File: src/rtl/instruction_memory_loadable.sv
// Runtime-loadable instruction memory for the MIPS fetch stage: a streaming
// load port fills the array after reset, and fetches are registered with fault flags.
module instruction_memory_loadable #(
  parameter int                    DATA_WIDTH = 32,
  parameter int                    ADDR_WIDTH = 32,
  parameter int                    DEPTH      = 64,
  parameter logic [DATA_WIDTH-1:0] NOP_WORD   = '0
) (
  input  logic                     clock,
  input  logic                     reset_n,
  input  logic                     load_start,
  input  logic                     load_valid,
  input  logic [DATA_WIDTH-1:0]    load_data,
  input  logic                     load_done,
  input  logic                     fetch_req,
  input  logic [ADDR_WIDTH-1:0]    address,
  output logic [DATA_WIDTH-1:0]    instruc,
  output logic                     fetch_valid,
  output logic                     fault_misaligned,
  output logic                     fault_range,
  output logic                     fault_notready,
  output logic                     ready,
  output logic [$clog2(DEPTH):0]   loaded_count,
  output logic                     load_overflow
);

  localparam int IDX_W   = $clog2(DEPTH);
  localparam int BYTE_SH = $clog2(DATA_WIDTH / 8);
  localparam logic [ADDR_WIDTH-1:0] ALIGN_MASK = ADDR_WIDTH'((DATA_WIDTH / 8) - 1);
  localparam logic [IDX_W:0]        FULL_COUNT = (IDX_W + 1)'(DEPTH);
  localparam logic [IDX_W-1:0]      LAST_INDEX = IDX_W'(DEPTH - 1);

  typedef enum logic [1:0] {
    EMPTY   = 2'd0,
    LOADING = 2'd1,
    READY   = 2'd2
  } state_t;

  state_t                  state;
  logic [DATA_WIDTH-1:0]   mem [DEPTH];

  logic [IDX_W-1:0]        wr_ptr;
  logic                    mem_we;
  logic [ADDR_WIDTH-1:0]   word_index;
  logic                    is_ready;
  logic                    misaligned;
  logic                    in_range;
  logic                    fetch_ok;

  // The write pointer is always the number of words written so far.
  assign wr_ptr     = loaded_count[IDX_W-1:0];
  assign mem_we     = (state == LOADING) && load_valid && !load_start;

  assign word_index = address >> BYTE_SH;
  assign is_ready   = (state == READY);
  assign misaligned = |(address & ALIGN_MASK);
  assign in_range   = word_index < ADDR_WIDTH'(loaded_count);
  assign fetch_ok   = is_ready && !misaligned && in_range;

  assign ready      = is_ready;

  // NOTE: the array has no reset; clearing it would turn it into flops and
  // the contents are allowed to be undefined after reset anyway.
  always_ff @(posedge clock) begin
    if (mem_we) begin
      mem[wr_ptr] <= load_data;
    end
  end

  // NOTE: all sequential state uses non-blocking assignments so every
  // register samples the pre-edge values of its peers.
  always_ff @(posedge clock or negedge reset_n) begin
    if (!reset_n) begin
      state            <= EMPTY;
      loaded_count     <= '0;
      load_overflow    <= 1'b0;
      instruc          <= '0;
      fetch_valid      <= 1'b0;
      fault_misaligned <= 1'b0;
      fault_range      <= 1'b0;
      fault_notready   <= 1'b0;
    end else begin
      // Fetch is evaluated on the pre-edge state and count.
      fetch_valid      <= fetch_req;
      fault_notready   <= fetch_req && !is_ready;
      fault_misaligned <= fetch_req && is_ready && misaligned;
      fault_range      <= fetch_req && is_ready && !misaligned && !in_range;
      if (fetch_req) begin
        instruc <= fetch_ok ? mem[word_index[IDX_W-1:0]] : NOP_WORD;
      end

      if (load_start) begin
        state         <= LOADING;
        loaded_count  <= '0;
        load_overflow <= 1'b0;
      end else begin
        unique case (state)
          LOADING: begin
            if (load_valid) begin
              loaded_count <= loaded_count + 1'b1;
            end
            if (load_done || (load_valid && wr_ptr == LAST_INDEX)) begin
              state <= READY;
            end
          end
          READY: begin
            if (load_valid && loaded_count == FULL_COUNT) begin
              load_overflow <= 1'b1;
            end
          end
          default: ;
        endcase
      end
    end
  end

endmodule
File: config.mk
export PLATFORM = sky130hd
export DESIGN_NAME = instruction_memory_loadable
export DESIGN_NICKNAME = d
export VERILOG_FILES = /design/src/rtl/instruction_memory_loadable.sv
export SDC_FILE = /design/constraint.sdc
export NUM_CORES = 2
export LEC_CHECK = 0
export BUFFER_PORTS_ARGS = -buffer_cell sky130_fd_sc_hd__buf_2
export CAP_MARGIN = 20
export CORE_AREA = 3 3 432 477
export DETAILED_ROUTE_END_ITERATION = 16
export DIE_AREA = 0 0 435 480
export SKIP_CTS_REPAIR_TIMING = 1
export SYNTH_ARGS = -nofsm -noshare
export SYNTH_HDL_FRONTEND = slang
export SYNTH_SLANG_ARGS = --single-unit
export TNS_END_PERCENT = 50
File: constraint.sdc
create_clock -name clock -period 3 [get_ports clock]
set_input_delay 0.15 -clock clock [delete_from_list [all_inputs] [get_ports clock]]
set_output_delay 0.15 -clock clock [all_outputs]
set_load 0.005 [all_outputs]
==> flow_summary.ini <==
[run_status]
status = finished clean

[power]
p_leak_nw = 30.5
netSwitchingPower_mw = 12.5
power_frac_clock_pct = 41.2
internal-power_mw = 47.2
pwr-share-comb_pct = 4.9
p_sw_share_pct = 20.9
ir_drop_uv = 460
power.density_mw_per_mm2 = 633
p_seq_share_pct = 53.8

[timing]
finalCritPeriodShare_pct = 91.7
skew_ns = 0.0260
hold_violations = 0
max_slew_margin_pct = 22.6
setup_viol = 0
max_freq_mhz = 363
finalHoldWorstSlack_ns = 0.0274
fin_crit_ns = 2.75
maxSlewViolCount = 0
worstMarginPinSlew_ns = 1.16
setup_tns_ns = 0
grt_setup_unrepaired = false

[min_path]
min_path_type = input port to flip-flop
hold_depth = 1

[synthesis]
synth_edf_count = 2048
async_reset_ff_share_pct = 2.20
synth-seq-area-share_pct = 77.8
avgSynthCellArea_um2 = 21.1
yosys_warnings = 0
ys_seq_elements = 2094
synthesis.area_mm2 = 0.0806
synthCells = 3822
yosysUniqueCellTypes = 62
synth_fp_nets = 3900
synth_flop_cell = edfxtp_1

[critical_path]
crit_buf_inv = 2
cp_max_fo = 18
crit_arrival_ns = 3.48
start_kind = flip-flop
timing.rr.end = instruc[13]$_DFFE_PN0P_
critPathMaxStageDelay_ns = 0.47
worst-setup-path-type = flip-flop to flip-flop
cp-endpoint = instruc[13]$_DFFE_PN0P_
cp_data_required_time_ns = 3.73
crit_family = compound AO/OA/AOI/OAI gates
path_cells = inv_1 > ha_1 > a211oi_1 > o21ai_1 > a2111oi_4 > buf_12 > nand2_1 > o221ai_1
cp-end-kind = flip-flop
r2r_start = loaded_count[5]$_DFFE_PN0P_
startpoint = loaded_count[5]$_DFFE_PN0P_
cp_slowest_cell = dfrtp_1
worst-path-stages = 8
r2r_slack_ns = 0.25
r2r_cells = 8

[clocking]
numCtsBuffers = 198
cts_tree = done
worstSkewPairLatency_ns = 0.83
clkTransAtPathRegs_ns = 0.06
cts_buffer_depth = 3
clockRootBuffer = clkbuf_16
h-tree-depth = 4
clock-sinks = 2094

[die]
fp.dieH_um = 480
initial_core_util_pct = 39.9
rows = 173
io_pins = 115
die_w_um = 435
fp.dieArea_mm2 = 0.209
core_mm2 = 0.202

[routing]
wl_per_cell_um = 33.8
vias = 42200
drc = 0
routed_wl_um = 241000
detail-route-antenna-nets = 0
dr.pass1.iters = 6
vias_per_cell = 5.91
drt-initial-drc-count = 5417

[layout]
area_delta_synth_final_pct = 17.0
multi_input_area_mm2 = 0.0172
seqCellArea_mm2 = 0.0627
nets = 4349
final_cells = 7146
fin_area_mm2 = 0.0943
drive_gt1_share_pct = 26.5
fillers = 16800
postLayoutCoreUtil_pct = 46.7

[placement]
placed_area_mm2 = 0.0871
dp_hpwl_um = 138000
routabilityCongestion = 0.812
dp_cells = 6722
place.port_buffers = 114

[grt]
grt_pass1_vias = 42100
grt_usage_pct = 22.9
grt_first_pass_wirelength_um = 335000
grt_overflow = 0
grt_max_degree = 88
antenna_found_initial = 14

[flow_run]
cap_violations = 0
-- worst reg2reg max path: cells and delay by family, from the launching register on --
kind	cells	cell delay, ns
compound gates	4	1.16
flops	1	0.47
buf+inv	2	0.43
fa+ha+maj	1	0.31
simple gates	1	0.29
-- power by group through the flow --
stage | clock (mW) | sequential (mW) | combinational, mW
2_1_floorplan | 0 | 32.8 | 1.49
3_3_place_gp | 0 | 32.8 | 2.78
3_5_place_dp | 0 | 32.8 | 2.82
4_1_cts | 24.9 | 32.2 | 2.83
5_1_grt | 26.1 | 32.1 | 3.09
6_report | 24.6 | 32.1 | 2.93
-- final cells by class --
type                       count  area share [%]
sequential                  2094            66.5
multi-input combinational   1510            18.2
clock buffer                 244            5.52
timing repair buffer         456            5.00
tap                         2712            3.60
clock inverter               113            1.13
inverter                      11          0.0438
antenna                        6          0.0159
-- per-stage QoR --
step	total power [mW]	worst slack, ns
global route	61.3	0.106
floorplan	34.3	-0.0763
detailed placement	35.6	0.278
finish	59.7	0.248
CTS	59.9	0.277
global placement	35.6	0.257
-- layout by cell type (no fill, tap or decap), types with 39 or more instances in the layout --
master	count
clkinv_2	40
nand3_1	107
a21oi_1	62
buf_2	108
nand2_1	100
buf_12	113
clkbuf_1	42
a22oi_1	161
nor2_4	65
buf_4	191
edfxtp_1	2048
clkbuf_16	201
mux4_2	378
dfrtp_1	46
dlygate4sd3_1	39
nor2_1	46
clkinv_1	40
mux2i_1	321
-- layer usage --
layer  part of all wire [%]  vias to the layer above  global-route usage, %
met5                  0.028                        -                      0
met4                    3.4                       10                   7.73
met3                    9.5                      392                   4.90
met2                     49                     2156                   37.3
met1                     38                    22800                   30.7
li1                       -                    16900                      -
-- kinds of logic (layout without fill, tap and decap cells) --
kind of cell | Yosys count | in the layout | synth area share (%)
adders and majority gates | 8 | 8 | 0.124
and+or+nand+nor | 410 | 410 | 2.35
xor gates and xnor gates | 5 | 5 | 0.0544
DFF | 2094 | 2094 | 77.8
AOI/OAI and AO/OA | 369 | 369 | 3.34
muxes | 718 | 718 | 14.8
buffers and inverters | 218 | 824 | 1.55
other | 0 | 6 | 0
-- state kept, by name, summed over array words and instances, names as in the netlist --
| signal | cells |
|---|---|
| mem | 2048 |
| instruc | 32 |
| loaded_count | 7 |
| state | 2 |
| fault_misaligned | 1 |
| fault_notready | 1 |
| fault_range | 1 |
| fetch_valid | 1 |
| load_overflow | 1 |
-- synth_stat cells (all sizes together), types with 7 or more instances --
cell type | n | share of area (%)
a32o | 9 | 0.11
mux2 | 19 | 0.27
edfxtp | 2048 | 76
nor2 | 115 | 0.54
o22ai | 13 | 0.10
nor2b | 21 | 0.16
nand4 | 15 | 0.12
buf | 142 | 1.2
clkbuf | 65 | 0.30
a211oi | 9 | 0.084
a22oi | 161 | 1.5
o21ai | 15 | 0.093
o211ai | 9 | 0.084
mux4 | 378 | 11
mux2i | 321 | 4.0
nor3 | 9 | 0.056
inv | 10 | 0.047
nand2b | 13 | 0.10
nand3 | 107 | 0.66
o221ai | 9 | 0.098
and2 | 8 | 0.062
a2111oi | 7 | 0.099
a21oi | 62 | 0.39
a31oi | 11 | 0.085
ha | 8 | 0.12
dfrtp | 46 | 1.4
a221oi | 24 | 0.26
nand2 | 100 | 0.47
a32oi | 7 | 0.076
nor4 | 9 | 0.070
a22o | 9 | 0.098
-- worst min path at each step --
| stage | start | to | slack, ns |
|---|---|---|---|
| 3_5_place_dp | reset_n | instruc[10]$_DFFE_PN0P_ | 0.33 |
| 3_3_place_gp | reset_n | instruc[10]$_DFFE_PN0P_ | 0.33 |
| 6_report | load_data[2] | mem[20][2]$_DFFE_PP_ | 0.03 |
| 5_1_grt | reset_n | instruc[16]$_DFFE_PN0P_ | 0.009 |
| 2_1_floorplan | reset_n | fault_misaligned$_DFF_PN0_ | -0.15 |
| 4_1_cts | reset_n | instruc[10]$_DFFE_PN0P_ | -0.56 |
Power figures use the tool's default switching activity.
